## config.mk

```make
export PLATFORM = sky130hd
export DESIGN_NAME = sdp_triosy_multi_wait_dp_flat
export DESIGN_NICKNAME = d
export VERILOG_FILES = /design/src/rtl/sdp_triosy_multi_wait_dp_if.sv /design/src/rtl/sdp_triosy_multi_wait_dp.sv /design/src/flat_wrapper.sv
export SDC_FILE = /design/constraint.sdc
export NUM_CORES = 1
export LEC_CHECK = 0
export CAP_MARGIN = 20
export CORE_MARGIN = 2
export CORE_UTILIZATION = 29
export DETAILED_ROUTE_END_ITERATION = 10
export PLACE_DENSITY_LB_ADDON = 0.15
export REMOVE_ABC_BUFFERS = 1
export SLEW_MARGIN = 40
export SYNTH_ARGS = -nofsm -noshare
export SYNTH_HDL_FRONTEND = slang
export SYNTH_SLANG_ARGS = --single-unit
```

## constraint.sdc

```tcl
create_clock -name nvdla_core_clk -period 4.6 [get_ports nvdla_core_clk]
set_input_delay 0.46 -clock nvdla_core_clk [delete_from_list [all_inputs] [get_ports nvdla_core_clk]]
set_output_delay 0.46 -clock nvdla_core_clk [all_outputs]
set_load 0.01 [all_outputs]
```

## src/rtl/sdp_triosy_multi_wait_dp_if.sv

```systemverilog
// Handshake bundle for the multi-channel triosy wait datapath.
// The master side drives the event, take and payload lanes; the slave side reports availability.
interface sdp_triosy_multi_wait_dp_if #(
  parameter int NUM_CH = 4,
  parameter int DATA_W = 8,
  parameter int DEPTH  = 2
);
  localparam int CW = $clog2(DEPTH + 1);

  logic [NUM_CH-1:0]        biwt;
  logic [NUM_CH-1:0]        bdwt;
  logic [NUM_CH*DATA_W-1:0] din;
  logic [NUM_CH-1:0]        ovf_clr;
  logic [NUM_CH-1:0]        bawt;
  logic [NUM_CH*DATA_W-1:0] dout;
  logic [NUM_CH*CW-1:0]     pend_cnt;
  logic [NUM_CH-1:0]        ovf;
  logic                     all_bawt;

  modport master (
    output biwt, bdwt, din, ovf_clr,
    input  bawt, dout, pend_cnt, ovf, all_bawt
  );

  modport slave (
    input  biwt, bdwt, din, ovf_clr,
    output bawt, dout, pend_cnt, ovf, all_bawt
  );
endinterface

```

## src/rtl/sdp_triosy_multi_wait_dp.sv

```systemverilog
// Multi-channel triosy wait datapath: each channel holds producer events until the consumer takes them,
// either as an ordered queue (MODE=0) or as a single latest-wins hold (MODE=1).
module sdp_triosy_multi_wait_dp #(
  parameter int NUM_CH = 4,
  parameter int DATA_W = 8,
  parameter int DEPTH  = 2,
  parameter int MODE   = 0
) (
  input logic                       nvdla_core_clk,
  input logic                       nvdla_core_rst,
  sdp_triosy_multi_wait_dp_if.slave bus
);
  localparam int CW = $clog2(DEPTH + 1);
  localparam int PW = (DEPTH > 1) ? $clog2(DEPTH) : 1;

  logic [NUM_CH-1:0]        bawt_w;
  logic [NUM_CH-1:0]        ovf_w;
  logic [NUM_CH*DATA_W-1:0] dout_w;
  logic [NUM_CH*CW-1:0]     cnt_w;

  // Pointers wrap explicitly so DEPTH need not be a power of two.
  function automatic logic [PW-1:0] ptr_inc(input logic [PW-1:0] p);
    return (p == PW'(DEPTH - 1)) ? '0 : p + PW'(1);
  endfunction

  for (genvar i = 0; i < NUM_CH; i++) begin : g_ch
    logic              biwt_c;
    logic              bdwt_c;
    logic              clr_c;
    logic [DATA_W-1:0] din_c;
    logic              ovf_set;
    logic              ovf_q;
    logic              ovf_d;

    assign biwt_c = bus.biwt[i];
    assign bdwt_c = bus.bdwt[i];
    assign clr_c  = bus.ovf_clr[i];
    assign din_c  = bus.din[i*DATA_W +: DATA_W];

    if (MODE == 0) begin : g_queue
      logic [DATA_W-1:0] mem_q [DEPTH];
      logic [CW-1:0]     cnt_q;
      logic [CW-1:0]     cnt_d;
      logic [PW-1:0]     rd_q;
      logic [PW-1:0]     wr_q;
      logic              empty;
      logic              full;
      logic              consume;
      logic              push;
      logic              pop;

      assign empty   = (cnt_q == '0);
      assign full    = (cnt_q == CW'(DEPTH));
      assign bawt_w[i] = biwt_c | ~empty;
      assign consume = bdwt_c & bawt_w[i];
      // An event taken in its own arrival cycle bypasses storage; a full queue drops unless it also pops.
      assign pop     = consume & ~empty;
      assign push    = biwt_c & ~(empty & consume) & ~(full & ~consume);
      assign ovf_set = biwt_c & full & ~consume;
      assign cnt_d   = cnt_q + CW'(push) - CW'(pop);

      assign dout_w[i*DATA_W +: DATA_W] = empty ? din_c : mem_q[rd_q];
      assign cnt_w[i*CW +: CW]          = cnt_q;

      always_ff @(posedge nvdla_core_clk or posedge nvdla_core_rst) begin
        if (nvdla_core_rst) begin
          cnt_q <= '0;
          rd_q  <= '0;
          wr_q  <= '0;
          for (int k = 0; k < DEPTH; k++) mem_q[k] <= '0;
        end else begin
          cnt_q <= cnt_d;
          if (pop)  rd_q <= ptr_inc(rd_q);
          if (push) begin
            wr_q        <= ptr_inc(wr_q);
            mem_q[wr_q] <= din_c;
          end
        end
      end
    end else begin : g_merge
      logic              v_q;
      logic              v_d;
      logic [DATA_W-1:0] pay_q;

      assign bawt_w[i] = biwt_c | v_q;
      assign v_d       = bawt_w[i] & ~bdwt_c;
      assign ovf_set   = v_q & biwt_c & ~bdwt_c;

      assign dout_w[i*DATA_W +: DATA_W] = biwt_c ? din_c : pay_q;
      assign cnt_w[i*CW +: CW]          = CW'(v_q);

      always_ff @(posedge nvdla_core_clk or posedge nvdla_core_rst) begin
        if (nvdla_core_rst) begin
          v_q   <= 1'b0;
          pay_q <= '0;
        end else begin
          v_q <= v_d;
          if (biwt_c) pay_q <= din_c;
        end
      end
    end

    // A lost event outranks a same-cycle clear so the loss is never hidden.
    assign ovf_d    = ovf_set ? 1'b1 : (clr_c ? 1'b0 : ovf_q);
    assign ovf_w[i] = ovf_q;

    always_ff @(posedge nvdla_core_clk or posedge nvdla_core_rst) begin
      if (nvdla_core_rst) ovf_q <= 1'b0;
      else                ovf_q <= ovf_d;
    end
  end

  assign bus.bawt     = bawt_w;
  assign bus.dout     = dout_w;
  assign bus.pend_cnt = cnt_w;
  assign bus.ovf      = ovf_w;
  assign bus.all_bawt = &bawt_w;
endmodule

```

## src/flat_wrapper.sv

```systemverilog
// flat-port wrapper written by rule: the top's interface ports become plain ports
module sdp_triosy_multi_wait_dp_flat 
#(
  parameter int NUM_CH = 4,
  parameter int DATA_W = 8,
  parameter int DEPTH  = 2,
  parameter int MODE   = 0
)
  (nvdla_core_clk, nvdla_core_rst, bus_biwt, bus_bdwt, bus_din, bus_ovf_clr, bus_bawt, bus_dout, bus_pend_cnt, bus_ovf, bus_all_bawt);
  sdp_triosy_multi_wait_dp_if #(.NUM_CH(NUM_CH), .DATA_W(DATA_W), .DEPTH(DEPTH)) bus_i ();
  input logic nvdla_core_clk;
  input logic nvdla_core_rst;
  input wire logic [$bits(bus_i.biwt)-1:0] bus_biwt;
  input wire logic [$bits(bus_i.bdwt)-1:0] bus_bdwt;
  input wire logic [$bits(bus_i.din)-1:0] bus_din;
  input wire logic [$bits(bus_i.ovf_clr)-1:0] bus_ovf_clr;
  output wire logic [$bits(bus_i.bawt)-1:0] bus_bawt;
  output wire logic [$bits(bus_i.dout)-1:0] bus_dout;
  output wire logic [$bits(bus_i.pend_cnt)-1:0] bus_pend_cnt;
  output wire logic [$bits(bus_i.ovf)-1:0] bus_ovf;
  output wire logic [$bits(bus_i.all_bawt)-1:0] bus_all_bawt;
  assign bus_i.biwt = bus_biwt;
  assign bus_i.bdwt = bus_bdwt;
  assign bus_i.din = bus_din;
  assign bus_i.ovf_clr = bus_ovf_clr;
  assign bus_bawt = bus_i.bawt;
  assign bus_dout = bus_i.dout;
  assign bus_pend_cnt = bus_i.pend_cnt;
  assign bus_ovf = bus_i.ovf;
  assign bus_all_bawt = bus_i.all_bawt;
  sdp_triosy_multi_wait_dp #(.NUM_CH(NUM_CH), .DATA_W(DATA_W), .DEPTH(DEPTH), .MODE(MODE)) u_core (.nvdla_core_clk(nvdla_core_clk), .nvdla_core_rst(nvdla_core_rst), .bus(bus_i));
endmodule
```

==> results.tsv, run 1 <==
stage	metric	value	unit
route	drt-initial-drc-count	94	
yosys	syn_inst	359	
worst_setup_path	worst_r2r_endpoint	u_core.g_ch[1].g_queue.cnt_q[1]$_DFF_PP0_	
floorplanning	start_util	0.295	
yosys	synth-async-reset-ratio	1.00	
clock_tree	clk_latency	340	ps
power	power_density	771	nW/um^2
sta	fmax	0.382	GHz
clock_tree	clk_pin_slew_worst_paths	60	ps
floorplanning	num_rows	44	
sta	slew-limit-headroom	0.640	
cells_and_area	syn_to_final_growth	33.0	%
route	drt-total-wl	9060	um
worst_hold_path	hp-class	primary input to async pin	
cells_and_area	fill_cells	1419	
worst_setup_path	crit_fanout	17	
worst_setup_path	cp_data_required_time	4140	ps
placement	io_buffer_count	94	
sta	finalHoldViolations	0	
cells_and_area	diodes	0	
power	leakage	2.38	nW
global_routing	first_global_vias	3018	
cells_and_area	utilization	0.392	
sta	fin_skew	5.64	ps
floorplanning	fp.dieW	125	um
route	dr.pass1.iters	4	
route	vias	2882	
yosys	ys_seq_area_frac	0.494	
worst_setup_path	endpoint_kind	output port	
clock_tree	postCtsSetupBuffers	0	
placement	place_ws	2010	ps
floorplanning	fp.dieArea	15700	um^2
clock_tree	cts_tree	built	
sta	fin_crit_sh	0.569	
placement	gp_congestion	0.754	
cells_and_area	instances_no_fill	634	
yosys	synth.avg_cell_area	11.9	um^2
floorplanning	die_h	125	um
job	max-cap-violations	0	
placement	dp.cells	618	
floorplanning	ios	95	
route	postRouteAntennaNets	0	
yosys	synth_edf_count	0	
placement	placed_area	5340	um^2
yosys	ys_seq_elements	84	
cells_and_area	layout.nets	495	
sta	setup_violations	0	
clock_tree	clock_sinks	84	
sta	setup_ws	1980	ps
run_status	run_status	finished, final reports clean	
global_routing	grt_max_degree	50	
worst_setup_path	r2r-start	u_core.g_ch[1].g_queue.cnt_q[0]$_DFF_PP0_	
global_routing	antenna_found_initial	0	
worst_setup_path	critPathKind	flip-flop to output port	
cells_and_area	design_area	5660	um^2
clock_tree	clockBufferDepth	2	
sta	min_period	2620	ps
placement	dp_hpwl	6370	um
sta	finalSetupTns	0	ps
clock_tree	htree_levels	3	
clock_tree	root_buffer	clkbuf_16	
power	ir_drop	0.000302	V
yosys	ys_types	31	
global_routing	grt_pass1_wl	15400	um
clock_tree	cts_buffers	9	
worst_setup_path	cp-start-kind	flip-flop	
cells_and_area	layout-drive-gt1-share	0.209	
yosys	syn_area	4260	um^2
sta	worstMarginPinSlew	539	ps
worst_setup_path	critPathArrivalTime	2160	ps
yosys	yosysWarnings	0	
floorplanning	coreArea	14400	um^2
route	remaining_drc_errors	0	
clock_tree	hold_buffers	0	
route	viasPerCell	4.55	
sta	report.final.slew_viol_count	0	
clock_tree	cts_resized	0	
worst_setup_path	r2r_cells	6	
global_routing	track_usage	0.122	
global_routing	grt_overflow_total	0	
worst_setup_path	rrSetupSlack	2240	ps
sta	rsz0062_at_grt	false	
route	drt-wirelength-per-cell	14.3	um
yosys	synth_flop_cell	dfrtp_1	
[placed cells by master, fill, tap and decap left out, drive strengths merged]
cell	netlist	final
clkdlybuf4s50	0	94
dfrtp	84	84
mux2	64	64
mux2i	36	36
nor2	34	34
a21oi	32	32
o21ai	14	14
clkbuf	4	12
nor2b	10	10
xnor2	10	10
inv	10	9
xor2	8	8
or3	6	6
or2	4	4
and2	4	4
ha	4	4
o211ai	4	4
nand4	3	3
nand2b	2	2
and2b	2	2
or4	2	2
nand2	2	2
a32o	2	2
bufinv	0	2
clkinv	0	2
and4	1	1
nand4b	1	1
clkinvlp	0	1
buf	16	1
[sequential cells by signal, indices dropped and copies added, names as in the netlist]
| name | cells |
|---|---|
| u_core.g_ch.g_queue.wr_q | 4 |
| u_core.g_ch.g_queue.cnt_q | 8 |
| u_core.g_ch.g_queue.rd_q | 4 |
| u_core.g_ch.g_queue.mem_q | 64 |
| u_core.g_ch.ovf_q | 4 |
[kinds of logic (layout without fill, tap and decap cells)]
| logic type | Yosys count | after routing | synth area share |
|---|---|---|---|
| muxes | 100 | 100 | 0.254 |
| DFF | 84 | 84 | 0.494 |
| and+or+nand+nor | 71 | 71 | 0.0856 |
| AOI/OAI and AO/OA | 52 | 52 | 0.0817 |
| buffers and inverters | 30 | 121 | 0.0323 |
| xor gates and xnor gates | 18 | 18 | 0.0406 |
| adders and majority gates | 4 | 4 | 0.0118 |
[metal layers]
| metal | track usage | part of all wire | vias up |
|---|---|---|---|
| met1 | 0.163 | 0.49 | 1370 |
| met4 | 0.0588 | 0.022 | 0 |
| li1 | - | - | 1432 |
| met2 | 0.186 | 0.44 | 67 |
| met5 | 0 | 0 | - |
| met3 | 0.0312 | 0.054 | 13 |
[power breakdown]
| part | total [mW] | switching (mW) | internal (mW) |
|---|---|---|---|
| Clock | 0.775 | 0.286 | 0.490 |
| Sequential | 1.45 | 0.334 | 1.12 |
| Combinational | 2.13 | 0.875 | 1.26 |
| Total | 4.36 | 1.50 | 2.86 |
[per-stage QoR]
step	total power, mW	hold WS [ps]
global placement	3.60	483
CTS	4.44	497
detailed placement	3.64	483
floorplan	2.67	479
global route	4.69	511
finish	4.36	477
[cell type report]
class                   count  area, um^2  share of cell area
clock buffers              12         246              0.0436
clock inverters             4        72.6              0.0128
inverters                  10        42.5             0.00752
multi-input cells         245        2020               0.356
flip-flops and latches     84        2100               0.372
well taps                 184         230              0.0407
repair buffers             95         948               0.168
[cell usage after synthesis (all sizes together), types with 3 or more instances]
cell / count / area share
and2: 4 / 0.0059
or2: 4 / 0.0059
a21oi: 32 / 0.038
o211ai: 4 / 0.016
or3: 6 / 0.0088
xor2: 8 / 0.016
nor2: 34 / 0.030
buf: 16 / 0.020
o21ai: 14 / 0.024
nor2b: 10 / 0.015
clkbuf: 4 / 0.0035
nand4: 3 / 0.0044
mux2i: 36 / 0.085
ha: 4 / 0.012
dfrtp: 84 / 0.49
mux2: 64 / 0.17
inv: 10 / 0.0088
xnor2: 10 / 0.024
[how the worst max path moves through the flow]
stage,slack (ps),cells after the start,to,startpoint
floorplan,1970,1,u_core.g_ch[0].g_queue.cnt_q[0]$_DFF_PP0_,nvdla_core_rst
global placement,2010,4,bus_all_bawt,bus_biwt[3]
detailed placement,2010,4,bus_all_bawt,bus_biwt[1]
CTS,1970,3,bus_dout[9],u_core.g_ch[1].g_queue.cnt_q[0]$_DFF_PP0_
global route,1890,3,bus_dout[9],u_core.g_ch[1].g_queue.cnt_q[0]$_DFF_PP0_
finish,1980,3,bus_dout[9],u_core.g_ch[1].g_queue.cnt_q[0]$_DFF_PP0_
[worst max-delay path, cell delays in order (launching register included)]
cell             delay (ps)
dfrtp_1                 510
or2_2                   470
a21oi_1                 250
clkdlybuf4s50_1         570
(Power assumes the default switching activity.)
==> run 2, diff against run 1 <==
- clock period: 4.6 -> 2.2 ns (I/O delays scaled with it)
==> results.tsv, run 2 (same netlist as run 1, synthesis figures left out) <==
stage	metric	value	unit
worst_setup_path	cp-endpoint	bus_dout[13]	
floorplanning	fp.dieArea	15700	um^2
placement	dp_hpwl	6670	um
cells_and_area	layout_common_cells	dfrtp_1 (81), clkdlybuf4s50_1 (80), mux2_2 (64), mux2i_1 (36), nor2_1 (34)	
cells_and_area	syn_to_final_growth	37.1	%
cells_and_area	layout.nets	514	
worst_setup_path	critPathKind	flip-flop to output port	
global_routing	grt_overflow_total	0	
cells_and_area	layout-drive-gt1-share	0.249	
worst_setup_path	worst_r2r_endpoint	u_core.g_ch[2].g_queue.cnt_q[1]$_DFF_PP0_	
route	drt-total-wl	9340	um
route	postRouteAntennaNets	0	
worst_setup_path	cp_data_required_time	1980	ps
clock_tree	clockBufferDepth	2	
global_routing	first_global_vias	3123	
route	remaining_drc_errors	0	
placement	dp.cells	637	
worst_setup_path	critPathArrivalTime	1900	ps
worst_hold_path	hp-class	primary input to async pin	
floorplanning	fp.dieW	125	um
route	drt-wirelength-per-cell	14.3	um
worst_setup_path	crit_fanout	16	
route	vias	2986	
worst_setup_path	max_stage_delay	550	ps
floorplanning	num_rows	44	
global_routing	grt_pass1_wl	15900	um
route	viasPerCell	4.57	
sta	fin_skew	7.55	ps
placement	gp_congestion	0.717	
route	dr.pass1.iters	4	
sta	min_period	2120	ps
global_routing	antenna_found_initial	0	
sta	fmax	0.472	GHz
placement	place_ws	136	ps
floorplanning	coreArea	14400	um^2
sta	rsz0062_at_grt	false	
clock_tree	root_buffer	clkbuf_16	
worst_setup_path	cp-startpoint	u_core.g_ch[1].g_queue.cnt_q[1]$_DFF_PP0_	
floorplanning	start_util	0.295	
clock_tree	clock_sinks	84	
sta	finalHoldViolations	0	
sta	worstMarginPinSlew	535	ps
worst_setup_path	cp-start-kind	flip-flop	
floorplanning	ios	95	
power	power_density	1570	nW/um^2
worst_setup_path	crit_slowest_cell	clkdlybuf4s50_1	
global_routing	track_usage	0.126	
floorplanning	die_h	125	um
placement	io_buffer_count	94	
clock_tree	clk_pin_slew_worst_paths	60	ps
route	drt-initial-drc-count	87	
clock_tree	clk_latency	340	ps
sta	setup_violations	0	
power	report.power.total	9.17	mW
job	max-cap-violations	0	
power	ir_drop	0.000549	V
sta	setup_ws	79.8	ps
cells_and_area	layout_commonest_cell	dfrtp_1	
power	leakage	2.56	nW
cells_and_area	diodes	0	
worst_setup_path	r2r_cells	6	
clock_tree	htree_levels	3	
clock_tree	cts_buffers	9	
cells_and_area	top_register	u_core.g_ch.g_queue.mem_q	
worst_setup_path	endpoint_kind	output port	
cells_and_area	instances_no_fill	653	
worst_setup_path	crit_chain	or2_2, buf_4, a21oi_1, clkdlybuf4s50_1	
sta	report.final.slew_viol_count	0	
clock_tree	cts_tree	built	
worst_setup_path	rrSetupSlack	210	ps
worst_setup_path	r2r-start	u_core.g_ch[2].g_queue.cnt_q[1]$_DFF_PP0_	
sta	slew-limit-headroom	0.644	
sta	fin_crit_sh	0.964	
sta	finalSetupTns	0	ps
run_status	run_status	finished, final reports clean	
cells_and_area	top_regs	u_core.g_ch.g_queue.mem_q: 64 flops, u_core.g_ch.g_queue.cnt_q: 8 flops	
cells_and_area	largest_reg_flops	64	
global_routing	grt_max_degree	35	
run 2: where the power goes:
group          total (mW)  switching [mW]  internal (mW)
logic                4.74            2.02           2.72
registers            2.89           0.548           2.34
clock network        1.54           0.604          0.938
run 2: worst min-delay path by stage:
stage	endpoint	slack, ps	depth (start not counted)
floorplan	u_core.g_ch[0].ovf_q$_DFFE_PP0P_	330	1
global placement	u_core.g_ch[1].ovf_q$_DFFE_PP0P_	480	1
detailed placement	u_core.g_ch[1].ovf_q$_DFFE_PP0P_	490	1
CTS	u_core.g_ch[1].g_queue.rd_q$_DFFE_PP0P_	250	2
global route	u_core.g_ch[1].g_queue.rd_q$_DFFE_PP0P_	270	2
finish	u_core.g_ch[1].g_queue.rd_q$_DFFE_PP0P_	230	2
run 2: layer usage:
layer | wire length (um) | part of all wire | GRT usage | up-vias
li1 | - | - | - | 1474
met1 | 4350 | 0.47 | 0.162 | 1437
met2 | 4370 | 0.47 | 0.203 | 63
met3 | 432 | 0.046 | 0.0325 | 12
met4 | 191 | 0.020 | 0.0549 | 0
met5 | 0 | 0 | 0 | -
run 2: layout make-up:
type	count	area (um^2)
multi-input combinational	245	2020
fill	1416	8590
clock buffer	12	256
clock inverter	4	47.5
timing repair buffer	114	1140
sequential	84	2110
inverter	10	38.8
tap	184	230
run 2: critical path, delay by kind of cell, from the launching register on:
family / cells / cell delay (ps)
flip-flops: 1 / 370
buffers and inverters: 2 / 750
AO/OA/AOI/OAI: 1 / 140
AND/OR/NAND/NOR: 1 / 300
run 2: repair_timing:
action | 4_1_cts | 5_1_grt
gates resized for setup | 4 | 15
hold buffers | 0 | 0
endpoints found under the setup margin | 4 | 26
gates cloned | 0 | 0
buffers inserted | 0 | 0
run 2: metrics by stage:
stage	util	cell area (um^2)	hold slack (ps)
finish	0.405	5840	230
global route	0.405	5840	268
CTS	0.402	5800	246
detailed placement	0.382	5500	488
global placement	0.382	5500	478
floorplan	-	4160	327
==> run 3, diff against run 2 <==
- clock period: 2.2 -> 2.6 ns (I/O delays scaled with it)
==> results.tsv, run 3 (same netlist as run 1, synthesis figures left out) <==
stage	metric	value	unit
global_routing	first_global_vias	3168	
route	remaining_drc_errors	0	
floorplanning	start_util	0.295	
clock_tree	clk_pin_slew_worst_paths	60	ps
worst_hold_path	hp-class	primary input to async pin	
placement	gp_congestion	0.719	
sta	worstMarginPinSlew	691	ps
route	vias	2939	
route	drt-wirelength-per-cell	14.4	um
cells_and_area	instances_no_fill	640	
global_routing	grt_max_degree	37	
power	leakage	2.39	nW
job	max-cap-violations	0	
floorplanning	fp.dieW	125	um
cells_and_area	layout.nets	501	
floorplanning	num_rows	44	
floorplanning	ios	95	
cells_and_area	layout-drive-gt1-share	0.221	
route	drt-initial-drc-count	89	
clock_tree	hold_buffers	0	
power	report.power.total	7.56	mW
placement	dp_hpwl	6470	um
run_status	run_status	finished, final reports clean	
cells_and_area	syn_to_final_growth	33.1	%
sta	finalHoldViolations	0	
placement	placed_area	5390	um^2
sta	fmax	0.421	GHz
worst_setup_path	critPathKind	flip-flop to output port	
clock_tree	clockBufferDepth	2	
route	viasPerCell	4.59	
worst_setup_path	endpoint_kind	output port	
sta	fin_skew	4.49	ps
sta	finalSetupTns	0	ps
clock_tree	root_buffer	clkbuf_16	
clock_tree	cts_tree	built	
sta	report.final.slew_viol_count	0	
sta	rsz0062_at_grt	false	
sta	min_period	2370	ps
clock_tree	cts_resized	0	
cells_and_area	diodes	0	
floorplanning	coreArea	14400	um^2
clock_tree	cts_buffers	9	
route	postRouteAntennaNets	0	
sta	setup_violations	0	
global_routing	grt_pass1_wl	15600	um
global_routing	track_usage	0.124	
clock_tree	postCtsSetupBuffers	0	
power	power_density	1330	nW/um^2
cells_and_area	layout_common_cells	clkdlybuf4s50_1 (94), dfrtp_1 (84), mux2_2 (64), mux2i_1 (36), nor2_1 (34)	
sta	slew-limit-headroom	0.539	
cells_and_area	largest_reg_flops	64	
worst_setup_path	cp-start-kind	flip-flop	
global_routing	antenna_found_initial	0	
sta	fin_crit_sh	0.913	
power	ir_drop	0.000539	V
route	drt-total-wl	9210	um
clock_tree	clk_latency	340	ps
placement	dp.cells	624	
placement	io_buffer_count	94	
worst_setup_path	crit_fanout	16	
worst_setup_path	cp_data_required_time	2340	ps
floorplanning	fp.dieArea	15700	um^2
global_routing	grt_overflow_total	0	
clock_tree	clock_sinks	84	
cells_and_area	top_regs	u_core.g_ch.g_queue.mem_q: 64 flops, u_core.g_ch.g_queue.cnt_q: 8 flops	
floorplanning	die_h	125	um
sta	whs	322	ps
cells_and_area	top_register	u_core.g_ch.g_queue.mem_q	
worst_setup_path	critPathArrivalTime	2110	ps
cells_and_area	layout_commonest_cell	clkdlybuf4s50_1	
route	dr.pass1.iters	4	
clock_tree	htree_levels	3	
cells_and_area	design_area	5660	um^2
## run 3: cell types whose count changed in the layout (fill, tap and decap cells not counted)
cell,delta
clkdlybuf4s50_1,+14
buf_4,-12
dlymetal6s2s_1,-10
dlygate4sd2_1,-4
dfrtp_1,+3
dfrtp_2,-3
clkinv_2,+2
or2_2,+2
or2_4,-2
buf_12,-1
bufinv_16,-1
clkbuf_8,-1
## run 3: worst paths after layout
check | startpoint | end | slack, ps | cells past startpoint
worst max-delay path | u_core.g_ch[2].g_queue.cnt_q[0]$_DFF_PP0_ | bus_dout[16] | 230 | 4
worst min-delay path | nvdla_core_rst | u_core.g_ch[1].g_queue.cnt_q[0]$_DFF_PP0_ | 320 | 2
worst max register to register | u_core.g_ch[1].g_queue.cnt_q[1]$_DFF_PP0_ | u_core.g_ch[1].g_queue.cnt_q[1]$_DFF_PP0_ | 470 | 6
worst min register to register | u_core.g_ch[2].ovf_q$_DFFE_PP0P_ | u_core.g_ch[2].ovf_q$_DFFE_PP0P_ | 500 | 1
max in group asynchronous | nvdla_core_rst | u_core.g_ch[1].g_queue.mem_q[13]$_DFFE_PP0P_ | 1650 | 3
min in group nvdla_core_clk | bus_ovf_clr[0] | u_core.g_ch[0].ovf_q$_DFFE_PP0P_ | 500 | 2
## run 3: per-layer routing
metal | wire length, um | track usage
met5 | 0 | 0
met3 | 446 | 0.0304
met2 | 4260 | 0.207
met1 | 4320 | 0.154
met4 | 180 | 0.0549
## run 3: worst max-delay path, cell delays in order, from the launching register on
cell	delay, ps
dfrtp_1	500
or2_2	340
buf_4	200
a21oi_1	180
clkdlybuf4s50_1	570
## run 3: layout make-up
cell class | count | area (um^2)
clock buffers | 11 | 243
well taps | 184 | 230
clock inverters | 5 | 27.5
repair buffers | 101 | 1010
flip-flops and latches | 84 | 2100
fillers | 1413 | 8760
inverters | 10 | 38.8
multi-input cells | 245 | 2020
## run 3: through the flow
stage | worst slack, ps | utilization
2_1_floorplan | 175 | -
3_3_place_gp | 411 | 0.374
3_5_place_dp | 423 | 0.374
4_1_cts | 190 | 0.393
5_1_grt | 103 | 0.393
6_report | 227 | 0.393
## run 3: power by group
group	total, mW	internal, mW	switching (mW)
logic	3.87	2.27	1.60
clock network	1.17	0.666	0.499
registers	2.52	1.98	0.550
total	7.56	4.91	2.65
